$ cat src/rtl/dma_bus_arbiter_pkg.sv
// Shared DMA definitions: arbiter FSM states, handover gap limits and
// DMA controller register addresses.
package dma_bus_arbiter_pkg;

    typedef enum logic [2:0] {
        IDLE   = 3'd0,
        WAITAK = 3'd1,
        GRANT  = 3'd2,
        GAP    = 3'd3,
        RELCPU = 3'd4
    } arb_state_e;

    localparam int unsigned GAP_MIN = 1;
    localparam int unsigned GAP_MAX = 7;

    typedef enum logic [7:0] {
        DMA_REG_SRC_LO = 8'h00,
        DMA_REG_SRC_HI = 8'h01,
        DMA_REG_DST_LO = 8'h02,
        DMA_REG_DST_HI = 8'h03,
        DMA_REG_LEN_LO = 8'h04,
        DMA_REG_LEN_HI = 8'h05,
        DMA_REG_CTRL   = 8'h06,
        DMA_REG_STAT   = 8'h07
    } dma_reg_e;

    // Counter preload for a handover gap; out-of-range values are clamped
    // so the 3-bit counter can never be loaded with a wrapped value.
    function automatic logic [2:0] gap_load(int unsigned g);
        int unsigned c;
        c = (g < GAP_MIN) ? GAP_MIN : ((g > GAP_MAX) ? GAP_MAX : g);
        return 3'(c - 1);
    endfunction

endpackage

$ cat src/rtl/dma_bus_arbiter_if.sv
// Channel/CPU/shared-bus signal bundle of the DMA bus arbiter.
// master: arbiter side (drives busak, cpu_busrq_n, dma_*); slave: environment.
interface dma_bus_arbiter_if;

    logic        busrq0_n, busrq1_n;
    logic        busak0_n, busak1_n;
    logic [15:0] a0, a1;
    logic [7:0]  dout0, dout1;
    logic        mreq0_n, iorq0_n, rd0_n, wr0_n;
    logic        mreq1_n, iorq1_n, rd1_n, wr1_n;
    logic        cpu_busrq_n, cpu_busak_n;
    logic [15:0] dma_a;
    logic [7:0]  dma_dout;
    logic        dma_mreq_n, dma_iorq_n, dma_rd_n, dma_wr_n;
    logic        owner, busy;

    modport master (
        input  busrq0_n, busrq1_n, a0, a1, dout0, dout1,
        input  mreq0_n, iorq0_n, rd0_n, wr0_n,
        input  mreq1_n, iorq1_n, rd1_n, wr1_n,
        input  cpu_busak_n,
        output busak0_n, busak1_n, cpu_busrq_n,
        output dma_a, dma_dout, dma_mreq_n, dma_iorq_n, dma_rd_n, dma_wr_n,
        output owner, busy
    );

    modport slave (
        output busrq0_n, busrq1_n, a0, a1, dout0, dout1,
        output mreq0_n, iorq0_n, rd0_n, wr0_n,
        output mreq1_n, iorq1_n, rd1_n, wr1_n,
        output cpu_busak_n,
        input  busak0_n, busak1_n, cpu_busrq_n,
        input  dma_a, dma_dout, dma_mreq_n, dma_iorq_n, dma_rd_n, dma_wr_n,
        input  owner, busy
    );

endinterface

$ cat src/rtl/dma_bus_arbiter.sv
// Two-channel DMA bus arbiter: takes the Z80 bus via BUSRQ/BUSAK, grants it
// round-robin to DMA channels and muxes the owner onto the shared DMA bus.
// Ports: clk, rst (async, active high), bus (dma_bus_arbiter_if.master).
module dma_bus_arbiter #(
    parameter int unsigned GAP_CYCLES = 1
) (
    input logic               clk,
    input logic               rst,
    dma_bus_arbiter_if.master bus
);
    import dma_bus_arbiter_pkg::*;

    localparam logic [2:0] GAP_LOAD = gap_load(GAP_CYCLES);

    arb_state_e state_q, state_d;
    logic       owner_q, owner_d;
    logic       last_q, last_d;
    logic       cpurq_n_q, cpurq_n_d;
    logic [1:0] busak_q, busak_d;
    logic [2:0] gap_q, gap_d;

    logic [1:0] rq;
    logic       ak;
    logic       other;
    logic       strb_idle;
    logic       busy;

    assign rq    = {~bus.busrq1_n, ~bus.busrq0_n};
    assign ak    = ~bus.cpu_busak_n;
    assign other = ~owner_q;
    assign busy  = ~&busak_q;

    // Outgoing owner must have finished its last cycle before handover.
    assign strb_idle = owner_q
        ? (bus.mreq1_n & bus.iorq1_n & bus.rd1_n & bus.wr1_n)
        : (bus.mreq0_n & bus.iorq0_n & bus.rd0_n & bus.wr0_n);

    always_ff @(posedge clk or posedge rst) begin
        if (rst) begin
            state_q   <= IDLE;
            owner_q   <= 1'b0;
            last_q    <= 1'b1;
            cpurq_n_q <= 1'b1;
            busak_q   <= 2'b11;
            gap_q     <= 3'd0;
        end else begin
            state_q   <= state_d;
            owner_q   <= owner_d;
            last_q    <= last_d;
            cpurq_n_q <= cpurq_n_d;
            busak_q   <= busak_d;
            gap_q     <= gap_d;
        end
    end

    always_comb begin
        state_d   = state_q;
        owner_d   = owner_q;
        last_d    = last_q;
        cpurq_n_d = cpurq_n_q;
        busak_d   = busak_q;
        gap_d     = gap_q;
        unique case (state_q)
            IDLE: begin
                if (|rq) begin
                    // Both requesting: the one not served last wins.
                    owner_d   = (&rq) ? ~last_q : rq[1];
                    cpurq_n_d = 1'b0;
                    state_d   = WAITAK;
                end
            end
            WAITAK: begin
                if (rq[owner_q]) begin
                    if (ak) begin
                        busak_d[owner_q] = 1'b0;
                        state_d          = GRANT;
                    end
                end else if (rq[other]) begin
                    owner_d = other;
                end else begin
                    cpurq_n_d = 1'b1;
                    state_d   = RELCPU;
                end
            end
            GRANT: begin
                if (!rq[owner_q]) begin
                    busak_d = 2'b11;
                    last_d  = owner_q;
                    if (rq[other]) begin
                        gap_d   = GAP_LOAD;
                        state_d = GAP;
                    end else begin
                        cpurq_n_d = 1'b1;
                        state_d   = RELCPU;
                    end
                end
            end
            GAP: begin
                if (gap_q != 3'd0) begin
                    gap_d = gap_q - 3'd1;
                end else if (!rq[other]) begin
                    cpurq_n_d = 1'b1;
                    state_d   = RELCPU;
                end else if (strb_idle) begin
                    owner_d        = other;
                    busak_d[other] = 1'b0;
                    state_d        = GRANT;
                end
            end
            RELCPU: begin
                if (!ak) begin
                    state_d = IDLE;
                end
            end
            default: state_d = IDLE;
        endcase
    end

    assign bus.busak0_n    = busak_q[0];
    assign bus.busak1_n    = busak_q[1];
    assign bus.cpu_busrq_n = cpurq_n_q;
    assign bus.owner       = owner_q;
    assign bus.busy        = busy;

    assign bus.dma_a      = !busy ? 16'h0000 : (owner_q ? bus.a1 : bus.a0);
    assign bus.dma_dout   = !busy ? 8'hFF : (owner_q ? bus.dout1 : bus.dout0);
    assign bus.dma_mreq_n = !busy | (owner_q ? bus.mreq1_n : bus.mreq0_n);
    assign bus.dma_iorq_n = !busy | (owner_q ? bus.iorq1_n : bus.iorq0_n);
    assign bus.dma_rd_n   = !busy | (owner_q ? bus.rd1_n : bus.rd0_n);
    assign bus.dma_wr_n   = !busy | (owner_q ? bus.wr1_n : bus.wr0_n);

endmodule

$ cat src/flat_wrapper.sv
// flat-port wrapper written by rule: the top's interface ports become plain ports
module dma_bus_arbiter_flat import dma_bus_arbiter_pkg::*;
#(
    parameter int unsigned GAP_CYCLES = 1
)
  (clk, rst, bus_busrq0_n, bus_busrq1_n, bus_a0, bus_a1, bus_dout0, bus_dout1, bus_mreq0_n, bus_iorq0_n, bus_rd0_n, bus_wr0_n, bus_mreq1_n, bus_iorq1_n, bus_rd1_n, bus_wr1_n, bus_cpu_busak_n, bus_busak0_n, bus_busak1_n, bus_cpu_busrq_n, bus_dma_a, bus_dma_dout, bus_dma_mreq_n, bus_dma_iorq_n, bus_dma_rd_n, bus_dma_wr_n, bus_owner, bus_busy);
  dma_bus_arbiter_if bus_i ();
  input logic clk;
  input logic rst;
  input wire logic [$bits(bus_i.busrq0_n)-1:0] bus_busrq0_n;
  input wire logic [$bits(bus_i.busrq1_n)-1:0] bus_busrq1_n;
  input wire logic [$bits(bus_i.a0)-1:0] bus_a0;
  input wire logic [$bits(bus_i.a1)-1:0] bus_a1;
  input wire logic [$bits(bus_i.dout0)-1:0] bus_dout0;
  input wire logic [$bits(bus_i.dout1)-1:0] bus_dout1;
  input wire logic [$bits(bus_i.mreq0_n)-1:0] bus_mreq0_n;
  input wire logic [$bits(bus_i.iorq0_n)-1:0] bus_iorq0_n;
  input wire logic [$bits(bus_i.rd0_n)-1:0] bus_rd0_n;
  input wire logic [$bits(bus_i.wr0_n)-1:0] bus_wr0_n;
  input wire logic [$bits(bus_i.mreq1_n)-1:0] bus_mreq1_n;
  input wire logic [$bits(bus_i.iorq1_n)-1:0] bus_iorq1_n;
  input wire logic [$bits(bus_i.rd1_n)-1:0] bus_rd1_n;
  input wire logic [$bits(bus_i.wr1_n)-1:0] bus_wr1_n;
  input wire logic [$bits(bus_i.cpu_busak_n)-1:0] bus_cpu_busak_n;
  output wire logic [$bits(bus_i.busak0_n)-1:0] bus_busak0_n;
  output wire logic [$bits(bus_i.busak1_n)-1:0] bus_busak1_n;
  output wire logic [$bits(bus_i.cpu_busrq_n)-1:0] bus_cpu_busrq_n;
  output wire logic [$bits(bus_i.dma_a)-1:0] bus_dma_a;
  output wire logic [$bits(bus_i.dma_dout)-1:0] bus_dma_dout;
  output wire logic [$bits(bus_i.dma_mreq_n)-1:0] bus_dma_mreq_n;
  output wire logic [$bits(bus_i.dma_iorq_n)-1:0] bus_dma_iorq_n;
  output wire logic [$bits(bus_i.dma_rd_n)-1:0] bus_dma_rd_n;
  output wire logic [$bits(bus_i.dma_wr_n)-1:0] bus_dma_wr_n;
  output wire logic [$bits(bus_i.owner)-1:0] bus_owner;
  output wire logic [$bits(bus_i.busy)-1:0] bus_busy;
  assign bus_i.busrq0_n = bus_busrq0_n;
  assign bus_i.busrq1_n = bus_busrq1_n;
  assign bus_i.a0 = bus_a0;
  assign bus_i.a1 = bus_a1;
  assign bus_i.dout0 = bus_dout0;
  assign bus_i.dout1 = bus_dout1;
  assign bus_i.mreq0_n = bus_mreq0_n;
  assign bus_i.iorq0_n = bus_iorq0_n;
  assign bus_i.rd0_n = bus_rd0_n;
  assign bus_i.wr0_n = bus_wr0_n;
  assign bus_i.mreq1_n = bus_mreq1_n;
  assign bus_i.iorq1_n = bus_iorq1_n;
  assign bus_i.rd1_n = bus_rd1_n;
  assign bus_i.wr1_n = bus_wr1_n;
  assign bus_i.cpu_busak_n = bus_cpu_busak_n;
  assign bus_busak0_n = bus_i.busak0_n;
  assign bus_busak1_n = bus_i.busak1_n;
  assign bus_cpu_busrq_n = bus_i.cpu_busrq_n;
  assign bus_dma_a = bus_i.dma_a;
  assign bus_dma_dout = bus_i.dma_dout;
  assign bus_dma_mreq_n = bus_i.dma_mreq_n;
  assign bus_dma_iorq_n = bus_i.dma_iorq_n;
  assign bus_dma_rd_n = bus_i.dma_rd_n;
  assign bus_dma_wr_n = bus_i.dma_wr_n;
  assign bus_owner = bus_i.owner;
  assign bus_busy = bus_i.busy;
  dma_bus_arbiter #(.GAP_CYCLES(GAP_CYCLES)) u_core (.clk(clk), .rst(rst), .bus(bus_i));
endmodule
$ cat config.mk
export PLATFORM = sky130hd
export DESIGN_NAME = dma_bus_arbiter_flat
export DESIGN_NICKNAME = d
export VERILOG_FILES = /design/src/rtl/dma_bus_arbiter_pkg.sv /design/src/rtl/dma_bus_arbiter_if.sv /design/src/rtl/dma_bus_arbiter.sv /design/src/flat_wrapper.sv
export SDC_FILE = /design/constraint.sdc
export NUM_CORES = 1
export LEC_CHECK = 0
export BUFFER_PORTS_ARGS = -buffer_cell sky130_fd_sc_hd__buf_4
export CAP_MARGIN = 20
export CORE_MARGIN = 5
export CORE_UTILIZATION = 38
export CTS_BUF_LIST = sky130_fd_sc_hd__clkbuf_4 sky130_fd_sc_hd__clkbuf_8
export CTS_CLUSTER_DIAMETER = 200
export DETAILED_ROUTE_END_ITERATION = 12
export PLACE_DENSITY = 0.76
export RECOVER_POWER = 25
export SYNTH_ARGS = -nofsm -noshare
export SYNTH_HDL_FRONTEND = slang
export SYNTH_SLANG_ARGS = --single-unit
$ cat constraint.sdc
create_clock -name clk -period 1.5 [get_ports clk]
set_input_delay 0.225 -clock clk [delete_from_list [all_inputs] [get_ports clk]]
set_output_delay 0.225 -clock clk [all_outputs]
set_load 0.02 [all_outputs]
Word level (Yosys, flattened, before mapping) --
Index checks and enable logic that the tools add are counted.
Storage, ports and cells: register bits 11, bits in latches 0, RAM bits 0, bits in read-only memories 0, input bits 61, memories kept 0
Cells by class: $add $sub $neg 1, multiply operators 0, div/mod/pow operators 0, $lt $le $gt $ge 4, equal/unequal tests 20, shift operators 0, mux-type cells 52, bitwise operators 19, reduce and logical (&&, ||, !) cells 19
Operators by type and width (count):
- $mux W3 | 13
- $mux W16 | 2
- $mux W1 | 22
- $reduce_and A7 Y1 | 3
- $mux W8 | 2
- $pmux W3 S5 | 1
- $ne A2 B1 Y1 const B | 7
- $mux W2 | 6
- $ne A2 B2 Y1 const B | 6
- $reduce_bool A3 Y1 | 4
- $reduce_and A4 Y1 | 2
- $and A1 B1 Y1 | 6
- $eq A3 B2 Y1 const B | 2
- $ne A3 B2 Y1 const B | 2
- $pmux W1 S3 | 2
- $pmux W2 S3 | 1
- $pmux W3 S2 | 1
- $reduce_and A2 Y1 | 3
- $not A1 Y1 | 5
- $and A2 B2 Y2 | 2
- $lt A1 B2 Y1 const B | 2
- $not A2 Y2 | 2
- $or A1 B1 Y1 | 4
- $reduce_or A2 Y1 | 2
- 10 further kinds | 13

Depth between registers and ports, before layout --
depth in word-level cells 11, depth in mapped cells 7

Worst setup path before layout --
OpenSTA, ideal clock, no wires.
kind register to register, from register u_core.owner_q, in the netlist u_core.bus.owner, to register u_core.state_q[0], library setup time 76 ps, arrival time 1696 ps, data required time 1424 ps, slack -273 ps, cell stages (with the launch flop) 7, clock period less this slack 1773 ps, cells stage by stage dfrtp_1 -> buf_6 -> mux2_4 -> o2111ai_2 -> o22ai_1 -> or4_1 -> o21ai_1
Between the ends: longest elaborated chain between the ends 5, elaborated cells on any way between the ends 16
Ends and longest elaborated chain:
- from (decl) | RTL line dma_bus_arbiter.sv:16 | logic owner_q, owner_d;
- from (signal assigned) | RTL line dma_bus_arbiter.sv:48 | owner_q <= owner_d;
- $mux W1 (implied by the code) (2 in series) | RTL line dma_bus_arbiter.sv:78, dma_bus_arbiter.sv:89, dma_bus_arbiter.sv:101
- $mux W3 (on tied branches) | RTL line dma_bus_arbiter.sv:101, dma_bus_arbiter.sv:89
- $mux W3 (on tied branches) | RTL line dma_bus_arbiter.sv:99, dma_bus_arbiter.sv:86
- $pmux W3 S5 | RTL line dma_bus_arbiter.sv:63 | unique case (state_q)
- to (signal assigned) | RTL line dma_bus_arbiter.sv:47 | state_q <= state_d;
- to (decl) | RTL line dma_bus_arbiter.sv:15 | arb_state_e state_q, state_d;
Parallel ways exist; a longest one is shown, timed or not. The select of a mux whose other input is x is not followed. A chain may end at the register's enable or synchronous reset.

Final worst setup path --
Same ends and word-level chain as after synthesis.

==> summary.md <==
| Metric | Value |
|---|---|
| Worst relative slew slack | between 60% and 70% |
| Worst-margin pin slew | 487 ps |
| Cell with the most instances after synthesis | mux2i_1 |
| Pre-antenna DRT Iters | 7 |
| CP Capture Type | flip-flop |
| Vias in the first global route | around 1700 |
| Gpl congestion | roughly 0.84 |
| Antenna cell count | 0 |
| GRT Overall Usage | 24.2% |
| Ys async rst share | between 90% and 100% |
| Routed wire per std cell | 20.0 µm |
| WS Path Type | reg2reg |
| Core ar. | just over 3000 µm² |
| Routed WL | approximately 6600 µm |
| Synth top area cells | mux2i_1 (23%), dfrtp_1 (14%), dfstp_2 (8.4%) |
| Tmin final | 1840 ps |
| Global-route wire length before repair | 8260 µm |
| Vias | 1875 |
| # DRC | 0 |
| Via density | between 5 and 6 |
| Rows | 20 |
| Fin. Hold Viols | 0 |
| Grt total ovfl | 0 |
| Clk pin slew, worst setup/hold paths | roughly 80 ps |
| Port Buffer Count | between 90 and 100 |
| Max IR drop VDD | roughly 1.2 mV |
| Data arrival at the endpoint of the critical path | ~2100 ps |
| Final HPWL DP | 3800 µm |
| Initial antenna violation count | 0 |
| Leakage | 0.00127 µW |
| CTS tree | done |
| Die Y | between 60 and 70 µm |
| Later-pin clock latency in the skew report | 280 ps |
| Clock Tree Root | clkbuf_4 |
| Final Setup Violations | 40 |
| Outcome | finished with violations |
| TritonCTS Sinks | 11 |
| MaxCap Viol Count | 0 |
| Syn Area/Cell | between 7 and 8 µm² |
| Startpoint Class | flip-flop |
| Placed insts | ~310 |
| CTS Buf Count | 3 |
| Post-synthesis cell count | between 150 and 200 |
| H-tree depth | 1 |
| I/O Pins | between 90 and 100 |
| Unrepaired setup endpoints after global routing | true |
| Top cell type's share of synthesized area | between 20% and 30% |
| P per Cell Area | ~2200 nW/µm² |
| Min-delay worst type | in2reg |
| Ys Warns | 0 |
| Post-synth EDFFs | 0 |
| Crit path max fanout | 4 |
| Final count of pins violating max slew | 0 |
| Die area | about 4600 µm² |
| Share of cells above drive strength 1 | between 60% and 70% |
| Reg2reg start | u_core.bus.owner$_DFFE_PP0P_ |
| Hold Path Origin | bus_cpu_busak_n |
| Largest area contributor in the netlist | mux2i_1 |
| Hold Path Depth | 3 |
| Area delta synth->final | 111% |
| Reg2reg path depth | 6 |
| Most used DFF post-synth | dfrtp_1 |
| Crit. Startpoint | u_core.bus.owner$_DFFE_PP0P_ |
| Violated checks | negative setup slack |
| FMAX | 542 MHz |
| Fin Hold WS | between 200 and 300 ps |
| Tot Pwr | ~5800 µW |
| Register area share after synthesis | between 20% and 30% |
| Mapped Nets | around 230 |
| Die W | 67.5 µm |
| Distinct cell type count after synthesis | 40 |
| Synth cell count leaders | mux2i_1 (29), nor2_1 (26), nand2_1 (21) |
| Routed Antenna Nets | 0 |
| Final cell count without fillers | around 330 |
| Initial DRC Count | 202 |
| Clk buf depth | 2 |
| Setup ws final | -344 ps |
| Post-Synthesis Cell Area | roughly 1300 µm² |
| Yosys reg bits | 11 |
| Tcrit/Tclk final | 123% |
| Pin count of the biggest net entering global routing | 17 |
| Flop2flop setup slack | -340 ps |
| # nets final | approximately 350 |
| Clk_skew | 4.18 ps |
| CP required | around 1700 ps |
| Initial Utilization | around two fifths |
==> final cells by class <==
cell class | instances | area (µm²)
Multi-Input combinational cell | 132 | 1090
Fill cell | 181 | 453
Clock buffer | 4 | 30.0
Tap cell | 44 | 55.1
Sequential cell | 11 | 282
Inverter | 10 | 41.3
Timing Repair Buffer | 131 | 1150
==> layer usage <==
| metal | track usage, % | share of wire (%) | up-vias |
|---|---|---|---|
| li1 | - | - | 833 |
| met1 | 28.2 | 34 | 853 |
| met2 | 41.7 | 49 | 149 |
| met3 | 6.66 | 11 | 40 |
| met4 | 9.37 | 5.9 | 0 |
| met5 | 0 | 0 | - |
==> power breakdown <==
group | switching (µW) | internal [µW]
Sequential | 126 | 460
Combinational | 2490 | 2450
Clock | 118 | 121
Total | 2730 | 3030
==> path summary, 6_finish.rpt <==
| path | to |
|---|---|
| max in group asynchronous | u_core.busak_q[0]$_DFFE_PP1P_ |
| setup reg to reg | u_core.state_q[0]$_DFFE_PP0P_ |
| min in group asynchronous | u_core.gap_q[0]$_DFFE_PP0P_ |
| setup / recovery | u_core.state_q[0]$_DFFE_PP0P_ |
| hold / removal | u_core.state_q[2]$_DFFE_PP0P_ |
| hold reg to reg | u_core.gap_q[1]$_DFFE_PP0P_ |
==> state kept, by name, summed over array words and instances, names as in the netlist <==
signal                  flops
u_core.last_q               1
u_core.state_q              3
u_core.bus.cpu_busrq_n      1
u_core.bus.owner            1
u_core.busak_q              2
u_core.gap_q                3
==> critical path: stages (launching register included) <==
cell and delay [ps]:
dfrtp_2 450, buf_6 130, mux2_4 320, o2111ai_2 200
o22ai_2 120, or4_1 440, o21ai_1 110
==> placed cells by master, fill, tap and decap left out, drive strengths merged <==
master	count
dfstp	4
o211a	1
mux2i	29
a21bo	1
dlygate4sd3	1
nand3	3
inv	9
nand2	21
ha	2
xor2	1
nor3	2
clkbuf	6
a21o	1
mux2	2
nand2b	3
or3	1
clkinvlp	1
o21ai	4
o221ai	1
nand3b	1
xnor2	2
o41ai	2
or4	1
a41oi	2
o31ai	1
o21a	2
o22ai	2
nand4	1
a22oi	2
o2111ai	4
and3b	1
o211ai	3
dfrtp	7
nor2b	2
a21oi	7
and2	1
nor2	26
buf	128
==> logic make-up (layout without fill, tap and decap cells) <==
group / after synthesis / count (layout) / share of synthesized area (%)
flip-flops: 11 / 11 / 22.3
XOR/XNOR: 3 / 3 / 2.09
multiplexers: 31 / 31 / 25.2
adder cells (fa/ha/maj): 2 / 2 / 1.99
AO/OA/AOI/OAI: 33 / 33 / 19.1
buffers and inverters: 21 / 145 / 7.37
AND/OR/NAND/NOR: 63 / 63 / 21.9
==> metrics by stage <==
step	TNS [ps]	instance area, µm²	utilization (%)	worst slack, ps
finish	-5980	2650	85.4	-344
global route	-7640	2650	85.4	-384
CTS	-5060	2470	79.5	-211
detailed placement	-1830	2140	68.8	-155
global placement	-1390	2140	68.8	-120
floorplan	-1330	1290	-	-208
==> repair_timing <==
item                                   in CTS  in global routing
cloned                                      1                  1
setup buffers                               9                  7
setup endpoints to repair                  34                 39
endpoints found under the hold margin       7                  0
pin swaps                                   6                  4
gates resized for setup                    46                 33
hold buffers                                1                  0
Note: power is estimated with default switching activity, not from simulation.
